### src/rtl/shapool_sequencer.sv
// Purpose : run-control sequencer for the shapool hashing pool (job load, round stepping,
//           nonce sweep, fill-qualified match check, winning nonce latch, done/success).
// Latency : job_valid -> pool_load next cycle -> RUN the cycle after; done_in -> done_out one edge.
// Backpr. : none; the pool is free-running once in RUN, clear releases SUCCESS/DONE.
//
// Ports:
//   i_clk, i_reset_n      clock, asynchronous active-low reset
//   i_job_valid           job parameters and nonce start byte are stable
//   i_clear               return from SUCCESS/DONE to IDLE
//   i_nonce_start[7:0]    device nonce MSB byte
//   i_match               OR of pool match flags for the hash completing this cycle
//   i_done_in             upstream device finished (abort, see macro below)
//   o_pool_load           one-cycle load pulse
//   o_pool_run            pool advances one round per cycle
//   o_round               current round index
//   o_nonce               {nonce_start, sweep_cnt} entering the pool
//   o_result_nonce        nonce of the matching attempt
//   o_success, o_done_out terminal status toward the daisy chain
//
// Build option: define SHAPOOL_DAISY_ABORT_EN to let done_in abort a running sweep.
module shapool_sequencer #(
   parameter int ROUNDS      = 64,
   parameter int ROUND_WIDTH = 6,
   parameter int SWEEP_WIDTH = 24,
   parameter int NW          = 8 + SWEEP_WIDTH
) (
   input  logic                   i_clk,
   input  logic                   i_reset_n,
   input  logic                   i_job_valid,
   input  logic                   i_clear,
   input  logic [7:0]             i_nonce_start,
   input  logic                   i_match,
   input  logic                   i_done_in,
   output logic                   o_pool_load,
   output logic                   o_pool_run,
   output logic [ROUND_WIDTH-1:0] o_round,
   output logic [NW-1:0]          o_nonce,
   output logic [NW-1:0]          o_result_nonce,
   output logic                   o_success,
   output logic                   o_done_out
);

   typedef enum logic [2:0] {
      S_IDLE,
      S_LOAD,
      S_RUN,
      S_SUCCESS,
      S_DONE
   } state_t;

   state_t                 r_state;
   state_t                 w_state_nxt;
   logic [ROUND_WIDTH-1:0] r_round;
   logic [SWEEP_WIDTH-1:0] r_sweep;
   logic [1:0]             r_fill;
   logic [7:0]             r_nonce_start;
   logic [NW-1:0]          r_result_nonce;

   logic                   w_wrap;
   logic                   w_qual;
   logic                   w_hit;
   logic                   w_exhaust;
   logic                   w_abort;
   logic [SWEEP_WIDTH-1:0] w_k;

   // The hash completing now belongs to the attempt two passes behind the
   // one entering the pool (double-hash pipeline depth).
   assign w_k       = r_sweep - SWEEP_WIDTH'(2);
   assign w_wrap    = (r_state == S_RUN) && (r_round == ROUND_WIDTH'(ROUNDS - 1));
   assign w_qual    = w_wrap && (r_fill == 2'd2);
   assign w_hit     = w_qual && i_match;
   assign w_exhaust = w_qual && !i_match && (&w_k);

`ifdef SHAPOOL_DAISY_ABORT_EN
   assign w_abort = i_done_in;
`else
   logic w_unused_done_in;
   assign w_unused_done_in = i_done_in;
   assign w_abort          = 1'b0;
`endif

   always_ff @(posedge i_clk or negedge i_reset_n) begin
      if (!i_reset_n) begin
         r_state <= S_IDLE;
      end else begin
         r_state <= w_state_nxt;
      end
   end

   // Priority: qualified match > exhaustion > upstream abort.
   always_comb begin
      w_state_nxt = r_state;
      case (r_state)
         S_IDLE:    if (i_job_valid) w_state_nxt = S_LOAD;
         S_LOAD:    w_state_nxt = S_RUN;
         S_RUN: begin
            if (w_hit)          w_state_nxt = S_SUCCESS;
            else if (w_exhaust) w_state_nxt = S_DONE;
            else if (w_abort)   w_state_nxt = S_DONE;
         end
         S_SUCCESS: if (i_clear) w_state_nxt = S_IDLE;
         S_DONE:    if (i_clear) w_state_nxt = S_IDLE;
         default:   w_state_nxt = S_IDLE;
      endcase
   end

   always_ff @(posedge i_clk or negedge i_reset_n) begin
      if (!i_reset_n) begin
         r_round        <= '0;
         r_sweep        <= '0;
         r_fill         <= '0;
         r_nonce_start  <= '0;
         r_result_nonce <= '0;
      end else begin
         case (r_state)
            S_LOAD: begin
               r_nonce_start <= i_nonce_start;
               r_round       <= '0;
               r_sweep       <= '0;
               r_fill        <= '0;
            end
            S_RUN: begin
               if (w_wrap) begin
                  r_round <= '0;
                  // The sweep counter freezes on the edge that leaves RUN so
                  // o_nonce keeps showing the last attempt entered.
                  if (w_state_nxt == S_RUN) begin
                     r_sweep <= r_sweep + SWEEP_WIDTH'(1);
                  end
                  if (r_fill != 2'd2) begin
                     r_fill <= r_fill + 2'd1;
                  end
               end else begin
                  r_round <= r_round + ROUND_WIDTH'(1);
               end
               if (w_hit) begin
                  r_result_nonce <= {r_nonce_start, w_k};
               end
            end
            default: ;
         endcase
      end
   end

   assign o_pool_load    = (r_state == S_LOAD);
   assign o_pool_run     = (r_state == S_RUN);
   assign o_success      = (r_state == S_SUCCESS);
   assign o_done_out     = (r_state == S_SUCCESS) || (r_state == S_DONE);
   assign o_round        = r_round;
   assign o_nonce        = {r_nonce_start, r_sweep};
   assign o_result_nonce = r_result_nonce;

endmodule

### config.mk
export PLATFORM = sky130hd
export DESIGN_NAME = shapool_sequencer
export DESIGN_NICKNAME = d
export VERILOG_FILES = /design/src/rtl/shapool_sequencer.sv
export SDC_FILE = /design/constraint.sdc
export NUM_CORES = 1
export LEC_CHECK = 0
export ABC_AREA = 1
export BUFFER_PORTS_ARGS = -buffer_cell sky130_fd_sc_hd__buf_2
export CAP_MARGIN = 20
export CORE_UTILIZATION = 55
export CTS_CLUSTER_DIAMETER = 30
export DETAILED_ROUTE_END_ITERATION = 8
export GPL_TIMING_DRIVEN = 0
export PLACE_DENSITY = 0.79
export SKIP_CTS_REPAIR_TIMING = 1
export SYNTH_ARGS = -nofsm -noshare
export SYNTH_HDL_FRONTEND = slang
export SYNTH_SLANG_ARGS = --single-unit
export TNS_END_PERCENT = 20
### constraint.sdc
create_clock -name i_clk -period 2.4 [get_ports i_clk]
set_input_delay 0.48 -clock i_clk [delete_from_list [all_inputs] [get_ports i_clk]]
set_output_delay 0.48 -clock i_clk [all_outputs]
set_load 0.1 [all_outputs]
== Yosys cells after proc, flatten, opt, wreduce, memory -nomap -nowiden ==
Cells that the tools add are included.

* Add/subtract/negate cells: 4
* Equality and inequality tests: 11
* Mux-type cells: 13
* Reductions and logical operators: 14

{| class="wikitable"
|+ Operators by type and width
! kind !! number
|-
| $mux W24 || 2
|-
| $pmux W24 S2 || 1
|-
| $add A24 B1 Y24 const B || 1
|-
| $reduce_and A24 Y1 || 1
|-
| $sub A24 B2 Y24 const B || 1
|-
| $mux W3 || 4
|-
| $pmux W3 S4 || 1
|-
| $pmux W6 S2 || 1
|-
| $eq A3 B2 Y1 const B || 3
|-
| $add A6 B1 Y6 const B || 1
|-
| $eq A6 B6 Y1 const B || 1
|-
| $mux W6 || 1
|-
| $ne A2 B1 Y1 const B || 3
|-
| $reduce_and A3 Y1 || 2
|-
| $logic_and A1 B1 Y1 || 5
|-
| $mux W2 || 2
|-
| $pmux W2 S2 || 1
|-
| $eq A3 B1 Y1 const B || 1
|-
| $eq A3 B3 Y1 const B || 1
|-
| $logic_not A3 Y1 || 1
|-
| $add A2 B1 Y2 const B || 1
|-
| $eq A2 B2 Y1 const B || 1
|-
| $ne A2 B2 Y1 const B || 1
|-
| $reduce_and A2 Y1 || 1
|-
| 4 further kinds || 4
|}

* Register bits after elaboration: 75
* Input port bits: 14

== Depth between registers and ports, before layout ==
* Word-level depth: 12
* Gate-level depth with buffers: 17
* Gate-level depth less buffers: 16

== Worst setup path before layout ==
No wires, ideal clock.

* Kind: reg2reg
* Start point: register r_state[0]
* End point: register r_sweep[5]
* Setup time: 0.121 ns
* Data arrival time: 4.613 ns
* Required time: 2.279 ns
* Setup slack: -2.334 ns
* Stages on the path, launching flop included: 10
* Path buffers: 1
* Period minus slack after synthesis: 4.734 ns
* Cells stage by stage: dfrtp_1 inv_1 nor3_1 o21bai_1 nand3_1 nand3_4 nand2_4 buf_6 nand2_1 nand2_1

* Elaborated cells on any way between the ends: 22

{| class="wikitable"
|+ RTL lines
! element !! RTL line !! text
|-
| from (decl) || 51 || <nowiki>state_t r_state;</nowiki>
|-
| from (signal assigned) || 86 || <nowiki>r_state <= w_state_nxt;</nowiki>
|-
| $eq A3 B2 Y1 || - ||
|-
| net o_success || 39 || <nowiki>output logic o_success,</nowiki>
|-
| $reduce_or A2 Y1 (no line) || - ||
|-
| $pmux W3 S4 || 93 || <nowiki>case (r_state)</nowiki>
|-
| $eq A3 B2 Y1 || 127 || <nowiki>if (w_state_nxt == S_RUN) begin</nowiki>
|-
| $ne A2 B1 Y1 (no line) || - ||
|-
| $reduce_and A3 Y1 (no line) || - ||
|-
| to (signal assigned) || 128 || <nowiki>r_sweep <= r_sweep + SWEEP_WIDTH'(1);</nowiki>
|-
| to (decl) || 54 || <nowiki>logic [SWEEP_WIDTH-1:0] r_sweep;</nowiki>
|}

The timed path passes the listed nets, and every way through them passes these cells.
A chain may end at the register's enable or synchronous reset.

== Final worst setup path ==
* Start point: register r_state[2]
* End point: output port o_pool_load

* Cells in the longest elaborated chain, start to end: 1

{| class="wikitable"
|+ RTL lines
! element !! RTL line !! text
|-
| $eq A3 B1 Y1 || 145 || <nowiki>assign o_pool_load = (r_state == S_LOAD);</nowiki>
|-
| to (decl) || 34 || <nowiki>output logic o_pool_load,</nowiki>
|}

No other way between the ends.

==> out/metrics.yaml <==
outcome: "complete, but fails checks"
violations: "setup timing"
antenna_cells: 0
grt_pass1_wl_um: 19600
synthToLayoutAreaGrowth_pct: 25.7
drc: 0
cap_violations: 0
core_um2: 7890
portBuffers: 86
seq_area_frac_synth: 0.410
clk_pin_slew_ps: 80
syn_inst: 606
start_util: 0.580
path_class: "reg2out"
drv_slew: 0
grt_max_degree: 47
hpwl_um: 9050
drtIter0Drc: 230
period_minus_slack_ps: 2400
htreeDepth: 3
rsz0062_at_grt: "yes"
die_area_um2: 8690
hp-class: "in2async"
cts_made_buffers: 9
cts_sinks: 75
final_cell_mix: "162 x nand2_1, 86 x buf_2, 67 x dfrtp_1, 60 x nor2_1, 47 x nand3_1"
wl_um: 12200
grt.total_usage: 0.292
peakVddDrop_mv: 0.282
yosysUniqueCellTypes: 37
grt_pass1_vias: 4126
skew_ps: 8.73
clk_latency_ps: 360
critPathArrivalTime_ps: 1920
synth_area_um2: 4570
postLayoutSetupSlackWorst_ps: -0.829
viasPerCell: 5.26
powerDensity_nw_per_um2: 388
path_max_fanout: 10
die_width_um: 93.2
crit_path_start_kind: "flop"
tns_ps: -0.829
layout_commonest_cell: "nand2_1"
dp_cells: 795
chipHeight_um: 93.2
endpoint_kind: "output pin"
first_pass_iters: 5
leakagePower_nw: 3.12
maxSlewHeadroom: 0.670
crit_required_ps: 1920
clock.fmax_ghz: 0.417
place_congestion: 0.931
worst_pin_slew_ps: 495
ys_ff_latch: 75
drtAntennaViolNets: 0
synth_nets: 626
wire_per_inst_um: 14.7
rows: 32
avgSynthCellArea_um2: 7.55
fin_nets: 741
clockBufferDepth: 2
setup_viol: 1
io_pins: 88
dr_total_vias: 4355
finalHoldViolCount: 0
finalCritPeriodShare: 1.00
tritoncts: "built"
layout-drive-gt1-share: 0.313
overflow: 0
yosysWarnings: 0
stdcell_count: 828
cts_root_buf: "clkbuf_8"
antenna_found_initial: 0
==> flip-flops by register name, summed over array words and instances, names as in the netlist <==
register,count
o_result_nonce,32
o_round,6
r_fill,2
r_nonce_start,8
r_state,3
r_sweep,24
==> synthesized netlist by cell type <==
cell,number,area [µm²]
nor3_4,1,16.3
buf_2,4,20.0
ha_1,6,75.1
nand3_1,50,250
nor3_2,1,10.0
clkinv_1,1,3.75
clkbuf_1,16,60.1
nand3_4,1,17.5
inv_2,1,3.75
nor2_1,69,259
nand3b_1,4,30.0
nor4_1,3,18.8
nor2_4,7,78.8
buf_6,9,101
buf_4,3,22.5
xor2_2,2,32.5
nand3_2,1,10.0
nand2_4,3,33.8
o211ai_1,2,15.0
o22ai_1,1,6.26
a21oi_1,4,20.0
o31ai_1,2,15.0
xnor2_1,4,35.0
nand4_1,16,100
nand2_1,188,706
inv_1,44,165
xor2_1,25,219
and2_1,1,6.26
o21ai_0,32,160
nor3b_1,1,7.51
nand2_2,4,25.0
dfrtp_1,75,1880
nor3_1,12,60.1
nor2_2,9,56.3
o21bai_1,1,7.51
nor2_8,2,40.0
a32o_1,1,10.0
==> worst paths after layout <==
kind	startpoint	to	slack, ps	cells past startpoint
worst max-delay path	r_state[2]	o_pool_load	-0.8	3
worst max register to register	r_sweep[2]	r_sweep[10]	60	16
worst min register to register	o_result_nonce[12]	o_result_nonce[12]	480	2
min in group i_clk	i_nonce_start[2]	r_nonce_start[2]	320	3
worst min-delay path	i_reset_n	o_result_nonce[23]	50	1
max in group asynchronous	i_reset_n	o_round[1]	1780	2
==> cell type report <==
type	instances	area (µm²)
Buffer	29	206
Clock buffer	10	138
Clock inverter	6	46.3
Fill cell	635	2140
Inverter	46	178
Multi-Input combinational cell	454	2540
Sequential cell	75	1890
Tap cell	102	128
Timing Repair Buffer	106	627
==> through the flow <==
stage          hold WS (ps)  worst slack [ps]  cell area (µm²)  power [mW]   util
3_5_place_dp            442              -260             5200        1.33  0.659
4_1_cts                61.2              -289             5380        2.24  0.682
6_report               51.5            -0.829             5750        2.23  0.729
2_1_floorplan           184              -167             4610        1.29      -
3_3_place_gp            458              -231             5170        1.32  0.655
5_1_grt                84.8             -96.6             5750        2.30  0.729
==> critical path: stages, from the launching register on <==
cell	delay, ps
dfrtp_2	490
nor3_4	390
clkbuf_1	330
buf_4	360
==> cell families (layout without fill, tap and decap cells) <==
kind of cell / after synthesis / in the layout / synth area share
AND/OR/NAND/NOR: 373 / 374 / 0.377
adder cells (fa/ha/maj): 6 / 6 / 0.0164
XOR/XNOR: 31 / 31 / 0.0626
AO/OA/AOI/OAI: 43 / 43 / 0.0511
flip-flops: 75 / 75 / 0.410
buffers and inverters: 78 / 197 / 0.0823
==> metal layers <==
metal  track usage  vias up  share of wire
met2         0.496      140           0.49
met3        0.0488       21          0.051
met1         0.381     2027           0.45
met4        0.0949        0          0.017
li1              -     2167              -
met5             0        -              0
==> report_power, final <==
| part | switching, mW | internal (mW) | total (mW) |
|---|---|---|---|
| clock network | 0.515 | 0.411 | 0.926 |
| logic | 0.0281 | 0.0121 | 0.0401 |
| registers | 0 | 1.26 | 1.26 |
| total | 0.543 | 1.68 | 2.23 |
Note: power is estimated with default switching activity, not from simulation.
